[config.mk]
export PLATFORM = sky130hd
export DESIGN_NAME = ricker_window_sched
export DESIGN_NICKNAME = d
export VERILOG_FILES = /design/src/rtl/ricker_window_sched.sv
export SDC_FILE = /design/constraint.sdc
export NUM_CORES = 1
export LEC_CHECK = 0
export ABC_AREA = 1
export CELL_PAD_IN_SITES_DETAIL_PLACEMENT = 0
export CELL_PAD_IN_SITES_GLOBAL_PLACEMENT = 2
export CORE_AREA = 8 8 174 176
export CTS_BUF_LIST = sky130_fd_sc_hd__clkbuf_8
export DETAILED_ROUTE_END_ITERATION = 12
export DIE_AREA = 0 0 182 184
export GPL_ROUTABILITY_DRIVEN = 0
export PLACE_DENSITY_LB_ADDON = 0.1
export SETUP_SLACK_MARGIN = 0.4
export SYNTH_ARGS = -nofsm -noshare
export SYNTH_HDL_FRONTEND = slang
export SYNTH_SLANG_ARGS = --single-unit
[constraint.sdc]
create_clock -name clk -period 3.2 [get_ports clk]
set_input_delay 0.8 -clock clk [delete_from_list [all_inputs] [get_ports clk]]
set_output_delay 0.8 -clock clk [all_outputs]
set_load 0.01 [all_outputs]
[src/rtl/ricker_window_sched.sv]
// Ricker window scheduler: raster pixels -> 3x3 window -> kernel -> registered result stream.
// Latency: 2 cycles from pixel accept to out_valid; throughput 1 pixel/cycle.
// Backpressure: out_ready low holds the result; in_ready drops once a pending window cannot drain.
// Optional stall counter output enabled by macro RICKER_STALL_CNT_EN.
module ricker_window_sched #(
    parameter int IMG_W = 8,
    parameter int IMG_H = 8
) (
    input  logic        clk,
    input  logic        rst_n,
    input  logic        start,
    output logic        busy,
    output logic        done,
    input  logic        in_valid,
    input  logic [7:0]  in_data,
    output logic        in_ready,
    output logic [71:0] win,
    input  logic [7:0]  kern_out,
    output logic        out_valid,
    output logic [7:0]  out_data,
    input  logic        out_ready,
    output logic        out_last
`ifdef RICKER_STALL_CNT_EN
    ,
    output logic [31:0] stall_cnt
`endif
);

    localparam int CW = (IMG_W > 1) ? $clog2(IMG_W) : 1;
    localparam int RW = (IMG_H > 1) ? $clog2(IMG_H) : 1;

    localparam logic [CW-1:0] COL_LAST = CW'(IMG_W - 1);
    localparam logic [CW-1:0] COL_ONE  = CW'(1);
    localparam logic [CW-1:0] COL_TWO  = CW'(2);
    localparam logic [RW-1:0] ROW_LAST = RW'(IMG_H - 1);
    localparam logic [RW-1:0] ROW_TWO  = RW'(2);

    typedef enum logic [1:0] {
        S_IDLE  = 2'd0,
        S_FILL  = 2'd1,
        S_RUN   = 2'd2,
        S_DRAIN = 2'd3
    } state_t;

    state_t         state;
    state_t         state_nxt;
    logic           done_nxt;
    logic           start_acc;

    logic [CW-1:0]  col;
    logic [RW-1:0]  row;

    // Line buffers: lb0 holds the row two above the current one, lb1 the row just above.
    logic [7:0]     lb0 [IMG_W];
    logic [7:0]     lb1 [IMG_W];

    logic [71:0]    win_q;
    logic           win_vld;
    logic           win_last;

    logic           accept;
    logic           out_free;
    logic           load;
    logic           out_hs;
    logic           qual;
    logic           at_fill_end;
    logic           at_last;
    logic           in_phase;

    assign busy        = (state != S_IDLE);
    assign in_phase    = (state == S_FILL) || (state == S_RUN);
    assign out_free    = !out_valid || out_ready;
    assign in_ready    = in_phase && (!win_vld || out_free);
    assign accept      = in_valid && in_ready;
    assign load        = win_vld && out_free;
    assign out_hs      = out_valid && out_ready;
    assign qual        = (row >= ROW_TWO) && (col >= COL_TWO);
    assign at_fill_end = (row == ROW_TWO) && (col == COL_ONE);
    assign at_last     = (row == ROW_LAST) && (col == COL_LAST);
    assign start_acc   = (state == S_IDLE) && start;
    assign win         = win_q;

    // State register and registered done pulse
    always_ff @(posedge clk or negedge rst_n) begin
        if (!rst_n) begin
            state <= S_IDLE;
            done  <= 1'b0;
        end else begin
            state <= state_nxt;
            done  <= done_nxt;
        end
    end

    // Next-state: fill two rows plus two pixels, stream the rest, then wait for the last result to leave
    always_comb begin
        state_nxt = state;
        done_nxt  = 1'b0;
        case (state)
            S_IDLE: begin
                if (start) begin
                    state_nxt = S_FILL;
                end
            end
            S_FILL: begin
                if (accept && at_fill_end) begin
                    state_nxt = S_RUN;
                end
            end
            S_RUN: begin
                if (accept && at_last) begin
                    state_nxt = S_DRAIN;
                end
            end
            S_DRAIN: begin
                if (out_hs && out_last) begin
                    state_nxt = S_IDLE;
                    done_nxt  = 1'b1;
                end
            end
            default: begin
                state_nxt = S_IDLE;
            end
        endcase
    end

    // Raster position of the next pixel to be accepted; restarts with each frame
    always_ff @(posedge clk or negedge rst_n) begin
        if (!rst_n) begin
            col <= '0;
            row <= '0;
        end else if (start_acc) begin
            col <= '0;
            row <= '0;
        end else if (accept) begin
            if (col == COL_LAST) begin
                col <= '0;
                row <= row + RW'(1);
            end else begin
                col <= col + CW'(1);
            end
        end
    end

    // Rotate the current column through the two line buffers (contents need no reset)
    always_ff @(posedge clk) begin
        if (accept) begin
            lb0[col] <= lb1[col];
            lb1[col] <= in_data;
        end
    end

    // Window shifts left by one column; new right column is {row-2, row-1, current pixel}
    always_ff @(posedge clk or negedge rst_n) begin
        if (!rst_n) begin
            win_q <= '0;
        end else if (accept) begin
            win_q <= {in_data,  win_q[71:64], win_q[63:56],
                      lb1[col], win_q[47:40], win_q[39:32],
                      lb0[col], win_q[23:16], win_q[15:8]};
        end
    end

    // A window is only usable when all three columns come from the same row span
    always_ff @(posedge clk or negedge rst_n) begin
        if (!rst_n) begin
            win_vld  <= 1'b0;
            win_last <= 1'b0;
        end else if (accept) begin
            win_vld  <= qual;
            win_last <= qual && at_last;
        end else if (load) begin
            win_vld  <= 1'b0;
            win_last <= 1'b0;
        end
    end

    // Output register: a new result overrides a concurrent handshake so valid stays high
    always_ff @(posedge clk or negedge rst_n) begin
        if (!rst_n) begin
            out_valid <= 1'b0;
            out_data  <= '0;
            out_last  <= 1'b0;
        end else if (load) begin
            out_valid <= 1'b1;
            out_data  <= kern_out;
            out_last  <= win_last;
        end else if (out_hs) begin
            out_valid <= 1'b0;
            out_last  <= 1'b0;
        end
    end

`ifdef RICKER_STALL_CNT_EN
    // Saturating count of cycles the downstream held off a pending result
    always_ff @(posedge clk or negedge rst_n) begin
        if (!rst_n) begin
            stall_cnt <= '0;
        end else if (start_acc) begin
            stall_cnt <= '0;
        end else if (busy && out_valid && !out_ready && (stall_cnt != 32'hFFFF_FFFF)) begin
            stall_cnt <= stall_cnt + 32'd1;
        end
    end
`endif

endmodule

==> metrics.yaml, run 1 <==
outcome:
  status: "completed"
grt:
  grt-ovfl-total: 0
  antenna_found_initial: 0
  grt_pass1_vias: 6658
  grt_usage: 0.151
  grt_max_degree: 78
  grt_pass1_wl_mm: 39.5
synthesis:
  synth_top_family_by_area: "simple AND/OR/NAND/NOR gates"
  avgSynthCellArea_sq_um: 10.8
  synth_cells: 856
  yosysWarnings: 0
  synth_fa_ha_area_frac: 0.0163
  yosys.area_share.simple: 0.212
  synth_compound_area_frac: 0.0373
  ys_seq_elements: 221
  synth.area.mux_share: 0.00976
  syn-cell-area_sq_mm: 0.00923
  synth_fp_nets: 889
  synth_seq_area_share: 0.669
  synth_xor_area_frac: 0
  yosysUniqueCellTypes: 30
cells_and_area:
  area_growth_pct: 22.9
  instances_no_fill: 1349
  finalInstanceArea_sq_mm: 0.0113
  antennaDiodeCount: 0
  layout-drive-gt1-share: 0.101
  layout.nets: 1008
floorplan:
  core_area_sq_mm: 0.0275
  start_util: 0.336
  rows: 61
  die_area_sq_mm: 0.0335
  dieWidth_um: 182
  ios: 106
  die_h_um: 184
worst_setup_path:
  cp_max_fo: 4
  critPathArrivalTime_ns: 1.86
  crit_path_end: "in_ready"
  startpoint_type: "input port"
  rr_endpoint: "state[0]$_DFFE_PN0P_"
  crit_required_ns: 2.40
  startpoint: "out_ready"
  regToRegSetupSlack_ns: 0.92
  r2r_cells: 10
  end_kind: "output port"
  r2r_start: "col[0]$_DFFE_PN0P_"
  worst-setup-path-type: "input port to output port"
timing:
  maxSlewViolCount: 0
  worst_pin_slew_ns: 0.896
  period_minus_slack_ns: 2.66
  setup_viol: 0
  worst_clock_skew_ns: 0.0124
  fin_ws_ns: 0.543
  max_slew_margin: 0.402
  finalHoldViolations: 0
  clock.fmax_mhz: 376
  fin_crit_sh: 0.830
  rsz0062_at_grt: "no"
routing:
  ant_nets: 0
  routed_wl_mm: 24.8
  wl_per_cell_um: 18.4
  drc: 0
  vias: 6460
  firstDrtPassIters: 5
  drt_iter0_drc: 382
  via_per_inst: 4.79
clock_network:
  cts-root-buf: "clkbuf_8"
  cts_buffer_depth: 3
  cts_tree: "yes"
  ctsHoldBuffers: 0
  htreeDepth: 2
  cts_buffers: 39
  clk_pin_slew_worst_paths_ns: 0.05
  insertion_delay_ns: 0.52
  clock-sinks: 221
place:
  port_buffers: 105
  dp_cells: 1280
  dp_hpwl_mm: 15.1
  dp_slack_ns: 0.276
  place_area_sq_mm: 0.0107
power:
  power_density_mw_per_mm2: 971
  p_comb_frac: 0.396
  leakagePower_nw: 4.89
  netSwitchingFraction: 0.386
  pwr-share-seq: 0.392
  power_frac_clock: 0.212
  switchingPower_w: 0.00425
  ir_drop_uv: 403
  intPower_w: 0.00676
hold_path:
  hold_path_class: "input port to asynchronous set/reset pin"
flow_run:
  cap_violations: 0
-- sequential cells by signal, summed over array words and instances, names as in the netlist, 2 cells and up --
register,flops
col,3
lb0,64
win,72
state,2
out_data,8
row,3
lb1,64
-- cell type report --
cell class	count	area, sq um
Fill cell	2615	16100
Sequential cell	221	6170
Multi-Input combinational cell	543	2610
Timing Repair Buffer	129	1280
Clock buffer	43	592
Tap cell	346	433
Inverter	41	159
Clock inverter	26	97.6
-- cell usage after synthesis --
cell      instances  area (sq um)
buf_6            12           135
nand4_1          53           332
buf_4            10          75.1
inv_4             2          12.5
or2_2             1          6.26
nor4_1            2          12.5
mux2_2            8          90.1
nor2_1           16          60.1
nor4_2            6          75.1
o21ai_1          23           115
nand2_1         373          1400
dfrtp_1          93          2330
o31ai_1           1          7.51
nand3_4           1          17.5
o21bai_2          1          11.3
ha_1             12           150
inv_1            36           135
a32o_1            1          10.0
o21ai_0          25           125
buf_2            28           140
a21oi_1           2          10.0
edfxtp_1        128          3840
o22ai_1           2          12.5
nor3_1            1          5.00
o21ai_2           6          52.6
inv_2             3          11.3
nand3_1           7          35.0
nand2_2           1          6.26
clkbuf_1          1          3.75
nand3_2           1          10.0
-- logic make-up after synthesis --
| logic type | count (synthesis) |
|---|---|
| and+or+nand+nor | 462 |
| DFF | 221 |
| buffers and inverters | 92 |
| AOI/OAI and AO/OA | 61 |
| adders and majority gates | 12 |
| muxes | 8 |
-- per-layer routing --
metal	part of all wire	track usage	vias up	routed length, um
met4	0.014	0.0394	0	353
met2	0.43	0.222	176	10700
met5	0	0	-	0
met3	0.070	0.0492	28	1740
li1	-	-	3101	-
met1	0.48	0.209	3155	12000
-- worst min-delay path by stage --
stage                               startpoint                   end  slack, ns
after detailed placement    win[6]$_DFFE_PN0P_    win[6]$_DFFE_PN0P_       0.47
after CTS                                rst_n   win[45]$_DFFE_PN0P_       0.32
after floorplan           win_last$_DFFE_PN0P_  win_last$_DFFE_PN0P_       0.48
after global routing                     rst_n    win[5]$_DFFE_PN0P_       0.34
after global placement      win[4]$_DFFE_PN0P_    win[4]$_DFFE_PN0P_       0.46
final                                    rst_n    win[5]$_DFFE_PN0P_       0.31
-- critical path: stages --
cell and delay (ns):
clkdlybuf4s50_1 0.46, inv_2 0.08, nand3_2 0.11, nand2_1 0.09
inv_1 0.04, dlygate4sd2_1 0.27
-- per-stage QoR --
stage / hold WS, ns / util / TNS (ns) / power, W
2_1_floorplan: 0.485 / - / -0.0785 / 0.00684
3_3_place_gp: 0.462 / 0.388 / 0 / 0.00875
3_5_place_dp: 0.466 / 0.388 / 0 / 0.00881
4_1_cts: 0.319 / 0.413 / 0 / 0.0112
5_1_grt: 0.336 / 0.413 / 0 / 0.0118
6_report: 0.314 / 0.413 / 0 / 0.0110
-- power groups by stage --
stage | Clock [W] | Sequential (W) | Combinational (W)
after floorplan | 0 | 0.00449 | 0.00235
after global placement | 0 | 0.00435 | 0.00441
after detailed placement | 0 | 0.00435 | 0.00446
after CTS | 0.00241 | 0.00433 | 0.00448
after global routing | 0.00255 | 0.00441 | 0.00488
final | 0.00233 | 0.00432 | 0.00436
-- layout by cell type (no fill, tap or decap) --
cell,instances
dlygate4sd2_1,1
nor4_2,2
nand2_2,1
o21bai_2,1
buf_12,4
clkinv_1,8
inv_2,3
o21ai_0,25
clkdlybuf4s50_1,103
inv_1,54
nand3_2,1
nand4_1,53
clkbuf_8,43
ha_1,12
o31ai_1,1
nor2_1,16
or2_2,1
o21ai_1,23
o22ai_1,2
o21ai_2,6
mux2_2,8
nand2_1,373
dfrtp_1,92
buf_4,21
edfxtp_1,128
nand3_4,1
inv_4,2
nand3_1,7
a21oi_1,2
nor3_1,1
a32o_1,1
nor4_4,6
dfrtp_2,1
-- repair_timing --
item | 4_1_cts | 5_1_grt
setup endpoints to repair | 1 | 0
buffers inserted | 0 | 0
gates resized for setup | 1 | 0
Power figures use the tool's default switching activity.
==> inputs of run 2 (changes only) <==
==> constraint.sdc (replaced) <==
create_clock -name clk -period 2.2 [get_ports clk]
set_input_delay 0.55 -clock clk [delete_from_list [all_inputs] [get_ports clk]]
set_output_delay 0.55 -clock clk [all_outputs]
set_load 0.01 [all_outputs]
==> run 2 against run 1 <==
Effect of this change:
- global-route usage grew 0.45 points
- via count grew 4.5%
- final cell count grew 4.7%
- design area grew 10%
- register-to-register slack lost 0.71 ns
- power grew 65%
- first-iteration DRC count grew 7.6%
- die area is the same
- largest power group unchanged
==> metrics.yaml, run 2 (synthesized netlist as in run 1, its figures left out) <==
outcome:
  status: "completed"
grt:
  grt_max_degree: 50
  antenna_found_initial: 0
  grt_pass1_vias: 7125
  grt-ovfl-total: 0
  grt_pass1_wl_mm: 40.5
  grt_usage: 0.155
timing:
  clock.fmax_mhz: 501
  worst_clock_skew_ns: 0.0116
  hold_slack_ns: 0.473
  worst_pin_slew_ns: 0.526
  period_minus_slack_ns: 1.99
  setup_viol: 0
  max_slew_margin: 0.648
  maxSlewViolCount: 0
  rsz0062_at_grt: "yes"
  finalHoldViolations: 0
  fin_crit_sh: 0.906
clock_network:
  cts_buffers: 38
  cts-root-buf: "clkbuf_8"
  clk_pin_slew_worst_paths_ns: 0.06
  htreeDepth: 2
  insertion_delay_ns: 0.53
  cts_tree: "yes"
  cts_buffer_depth: 3
  clock-sinks: 221
worst_setup_path:
  r2r_start: "state[1]$_DFFE_PN0P_"
  startpoint: "state[1]$_DFFE_PN0P_"
  worst-setup-path-type: "flip-flop to flip-flop"
  slowest_stage: "dfrtp_1"
  crit_required_ns: 2.44
  startpoint_type: "flip-flop"
  critPathArrivalTime_ns: 2.24
  crit_family: "buffers and inverters"
  end_kind: "flip-flop"
  crit_chain: "inv_2, ha_4, buf_4, nand3_4, buf_12, buf_12, nor4_4, buf_4, clkbuf_16"
  worst-path-buf-inv: 6
  cp_max_fo: 6
  slowest_delay_ns: 0.36
flow_run:
  cap_violations: 0
floorplan:
  start_util: 0.336
  dieWidth_um: 182
  ios: 106
  die_h_um: 184
  rows: 61
  core_area_sq_mm: 0.0275
  die_area_sq_mm: 0.0335
cells_and_area:
  layout.nets: 1071
  largest_reg_flops: 72
  final_cell_mix: "nand2_1 (353), edfxtp_1 (128), dfrtp_1 (90)"
  post-route-util: 0.455
  area_growth_pct: 35.6
  layout-drive-gt1-share: 0.203
  instances_no_fill: 1412
  mostFrequentLayoutCell: "nand2_1"
  n_fill_cell: 2580
place:
  dp_cells: 1296
  port_buffers: 105
  dp_hpwl_mm: 15.8
routing:
  firstDrtPassIters: 5
  vias: 6753
  routed_wl_mm: 27.0
  drt_iter0_drc: 411
  ant_nets: 0
  wl_per_cell_um: 19.1
  drc: 0
  via_per_inst: 4.78
power:
  leakagePower_nw: 5.53
  ir_drop_uv: 661
  power_w: 0.0181
  power_density_mw_per_mm2: 1450
hold_path:
  hold_path_class: "flip-flop to flip-flop"
  hold_start: "win[3]$_DFFE_PN0P_"
-- run 2: where the power goes --
group | total, W | internal (W) | switching [W]
sequential | 0.00627 | 0.00572 | 0.000544
combinational | 0.00825 | 0.00345 | 0.00479
clock | 0.00363 | 0.00197 | 0.00166
-- run 2: metal layers --
layer	GRT usage	routed length, um
met5	0	0
met1	0.206	12500
met3	0.0504	1850
met2	0.237	12200
met4	0.0485	495
-- run 2: tightest hold or removal path: stages, from the launching register on --
cell and delay, ns:
dfrtp_1 0.34, nand2_1 0.05, nand2_1 0.05
-- run 2: worst paths after layout --
path,endpoint,slack (ns),cells past startpoint
min,win[3]$_DFFE_PN0P_,0.47,2
max,lb0[4][2]$_DFFE_PP_,0.21,9
max reg2reg,lb0[4][2]$_DFFE_PP_,0.21,9
min in group asynchronous,win[25]$_DFFE_PN0P_,0.50,2
max in group asynchronous,win[16]$_DFFE_PN0P_,1.06,3
min reg2reg,win[3]$_DFFE_PN0P_,0.47,2
-- run 2: cell type report --
type	count	area [sq um]	share of cell area
antenna	1	2.50	0.000200
multi-input combinational	543	2750	0.220
timing repair buffer	192	2210	0.176
timing repair inverter	1	11.3	0.000900
clock inverter	22	118	0.00940
inverter	41	198	0.0158
sequential	221	6170	0.494
tap	346	433	0.0346
clock buffer	45	619	0.0495
-- run 2: through the flow --
step,cell area (sq um),setup slack (ns),TNS [ns]
5_1_grt,12500,0.134,0
4_1_cts,12000,0.169,0
3_5_place_dp,10900,-0.172,-6.88
2_1_floorplan,9340,-0.00470,-0.0752
6_report,12500,0.206,0
3_3_place_gp,10900,-0.199,-6.20
-- run 2: what timing repair did --
action,4_1_cts,5_1_grt
endpoints found under the setup margin,250,295
pin swaps,6,4
setup buffers,18,11
resized for setup,153,123
hold buffers,1,0
endpoints found under the hold margin,32,0
gates cloned,6,12
==> inputs of run 3 (changes only) <==
--- a/config.mk
+++ b/config.mk
@@ -5,15 +5,15 @@
 export SDC_FILE = /design/constraint.sdc
 export NUM_CORES = 1
 export LEC_CHECK = 0
-export ABC_AREA = 1
 export CELL_PAD_IN_SITES_DETAIL_PLACEMENT = 0
 export CELL_PAD_IN_SITES_GLOBAL_PLACEMENT = 2
-export CORE_AREA = 8 8 174 176
+export CORE_AREA = 8 8 166 168
 export CTS_BUF_LIST = sky130_fd_sc_hd__clkbuf_8
 export DETAILED_ROUTE_END_ITERATION = 12
-export DIE_AREA = 0 0 182 184
+export DIE_AREA = 0 0 174 176
 export GPL_ROUTABILITY_DRIVEN = 0
 export PLACE_DENSITY_LB_ADDON = 0.1
+export RECOVER_POWER = 100
 export SETUP_SLACK_MARGIN = 0.4
 export SYNTH_ARGS = -nofsm -noshare
 export SYNTH_HDL_FRONTEND = slang
==> run 3 against run 2 <==
Effect of this change:
- final cell count down 8.8%
- non-clock buffer count rose by 64
- design area is 3.3% higher
- die area fell by 8.6%
- clock-buffer cell count fell by 1
- routed wire length fell by 4.6%
- global-route usage rose by 0.60 points
- clock power decreased by 4%
- via count fell by 7.4%
- power is 0.52% higher
- fmax is 4.1% lower
- worst hold slack lost 0.034 ns
- critical path type unchanged
- largest cell class unchanged
- highest routed layer unchanged
==> metrics.yaml, run 3 <==
worst_setup_path:
  crit_required_ns: 2.61
  r2r_start: "col[1]$_DFFE_PN0P_"
  critPathArrivalTime_ns: 2.49
  crit_family: "flip-flops"
  end_kind: "flip-flop"
  regToRegSetupSlack_ns: 0.12
  cp.depth: 7
  r2r_cells: 7
  worst-setup-path-type: "flip-flop to flip-flop"
  crit_chain: "clkbuf_16, ha_1, ha_2, nand2_1, o31ai_2, nand3_2, mux2_1"
  crit_path_end: "state[1]$_DFFE_PN0P_"
  cp_max_fo: 4
  slowest_stage: "dfrtp_1"
  slowest_delay_ns: 0.53
  startpoint_type: "flip-flop"
  startpoint: "col[1]$_DFFE_PN0P_"
  worst-path-buf-inv: 1
  rr_endpoint: "state[1]$_DFFE_PN0P_"
grt:
  grt_usage: 0.161
  grt-ovfl-total: 0
  antenna_found_initial: 0
  grt_max_degree: 52
  grt_pass1_vias: 6629
  grt_pass1_wl_mm: 38.6
clock_network:
  cts_buffer_depth: 3
  cts_tree: "yes"
  htreeDepth: 2
  cts-root-buf: "clkbuf_8"
  cts_buffers: 41
  clock-sinks: 221
  insertion_delay_ns: 0.53
  clk_pin_slew_worst_paths_ns: 0.06
routing:
  drc: 0
  ant_nets: 0
  firstDrtPassIters: 4
  drt_iter0_drc: 420
  vias: 6250
  routed_wl_mm: 25.8
  via_per_inst: 4.85
  wl_per_cell_um: 20.0
timing:
  fin_ws_ns: 0.122
  setup_viol: 0
  worst_clock_skew_ns: 0.0271
  max_slew_margin: 0.441
  period_minus_slack_ns: 2.08
  maxSlewViolCount: 0
  worst_pin_slew_ns: 0.838
  fin_crit_sh: 0.945
  rsz0062_at_grt: "yes"
  finalSetupTns_ns: 0
  finalHoldViolations: 0
  clock.fmax_mhz: 481
synthesis:
  syn-cell-area_sq_mm: 0.00876
  synth_flop_cell: "edfxtp_1"
  yosysMostFrequentCell: "nand2_1"
  synth.area.top_cells: "edfxtp_1 (44%), dfrtp_1 (27%), nand2_1 (8.3%)"
  synth_top_cell_by_area: "edfxtp_1"
  ys_seq_elements: 221
  yosys-top-cells-count: "nand2_1 (194), edfxtp_1 (128), dfrtp_1 (93)"
  synth_edf_count: 128
  synth_fp_nets: 693
  avgSynthCellArea_sq_um: 13.3
  synth_cells: 660
  synth_top_area_share: 0.439
  async_reset_ff_frac: 0.421
  yosysUniqueCellTypes: 57
  yosysWarnings: 0
  synth_seq_area_share: 0.704
power:
  leakagePower_nw: 5.40
  power_density_mw_per_mm2: 1410
  ir_drop_uv: 630
  power_w: 0.0182
floorplan:
  die_h_um: 176
  core_area_sq_mm: 0.0248
  ios: 106
  rows: 58
  start_util: 0.353
  dieWidth_um: 174
  die_area_sq_mm: 0.0306
cells_and_area:
  finalInstanceArea_sq_mm: 0.0129
  mostFrequentLayoutCell: "nand2_1"
  antennaDiodeCount: 0
  final_cell_mix: "nand2_1 (189), edfxtp_1 (128), dfrtp_1 (88)"
  largest_reg_flops: 72
  layout.nets: 960
  layout-drive-gt1-share: 0.307
  area_growth_pct: 47.4
  n_fill_cell: 2159
place:
  dp_slack_ns: -0.182
  port_buffers: 105
  dp_hpwl_mm: 15.5
  place_area_sq_mm: 0.0108
hold_path:
  hold_path_class: "input port to flip-flop"
outcome:
  status: "completed"
flow_run:
  cap_violations: 0
[run 3: changes by cell type after synthesis, moves of 14 or more]
cell,previous run,this run
nand2_1,373,194
nand4_1,53,1
inv_1,36,8
mux2i_1,0,23
o21ai_1,23,1
a221oi_1,0,15
a21oi_1,2,16
[run 3: area by class of cell]
class	count	area [sq um]	share of cell area
clock inverters	30	119	0.00920
well taps	330	413	0.0320
clock buffers	44	606	0.0469
inverters	9	33.8	0.00261
multi-input cells	398	2820	0.218
repair buffers	256	2750	0.213
flip-flops and latches	221	6180	0.478
[run 3: where the power goes]
part	internal, W	total [W]	switching, W	leakage [nW]
sequential	0.00571	0.00631	0.000607	2.32
combinational	0.00425	0.00844	0.00419	2.68
clock	0.00183	0.00349	0.00166	0.404
total	0.0118	0.0182	0.00645	5.40
[run 3: worst min path at each step]
| stage | from | end | slack [ns] | cells after the start |
|---|---|---|---|---|
| floorplan | rst_n | col[0]$_DFFE_PN0P_ | 0.25 | 0 |
| global placement | win[2]$_DFFE_PN0P_ | win[2]$_DFFE_PN0P_ | 0.46 | 2 |
| detailed placement | win[30]$_DFFE_PN0P_ | win[30]$_DFFE_PN0P_ | 0.46 | 2 |
| CTS | win[30]$_DFFE_PN0P_ | win[30]$_DFFE_PN0P_ | 0.47 | 2 |
| global route | win[30]$_DFFE_PN0P_ | win[30]$_DFFE_PN0P_ | 0.48 | 2 |
| finish | out_ready | out_last$_DFFE_PN0P_ | 0.44 | 4 |
[run 3: per-stage QoR]
stage,utilization,cells,hold WS [ns]
after floorplan,-,660,0.254
after global placement,0.433,1125,0.458
after detailed placement,0.433,1125,0.461
after CTS,0.495,1256,0.471
after global routing,0.521,1288,0.482
final,0.521,1288,0.439
[run 3: worst register-to-register path, stage by stage, from the launching register on]
cell and delay (ns):
dfrtp_1 0.53, clkbuf_16 0.22, ha_1 0.14, ha_2 0.21, nand2_1 0.11, o31ai_2 0.28
nand3_2 0.13, mux2_1 0.34
[run 3: routing by layer]
layer  track usage  share of wire  up-vias  routed length, um
li1              -              -     2919                  -
met1         0.196           0.43     3123              11200
met2         0.273           0.49      167              12600
met3        0.0440          0.058       41               1490
met4        0.0559          0.020        0                518
met5             0              0        -                  0
[run 3: cells by family after synthesis]
kind of cell / share of synthesized area
buf+inv: 0.0261
simple gates: 0.118
fa+ha+maj: 0.0171
compound gates: 0.0705
flops: 0.704
xor+xnor: 0.000999
mux: 0.0631
[run 3: repair_timing]
item                                    4_1_cts  5_1_grt
cloned                                        8        8
endpoints found under the setup margin      311      263
hold endpoints to repair                     30        0
hold buffers                                  1        0
pin swaps                                    21       24
resized for setup                           201       82
buffers inserted                             48       24
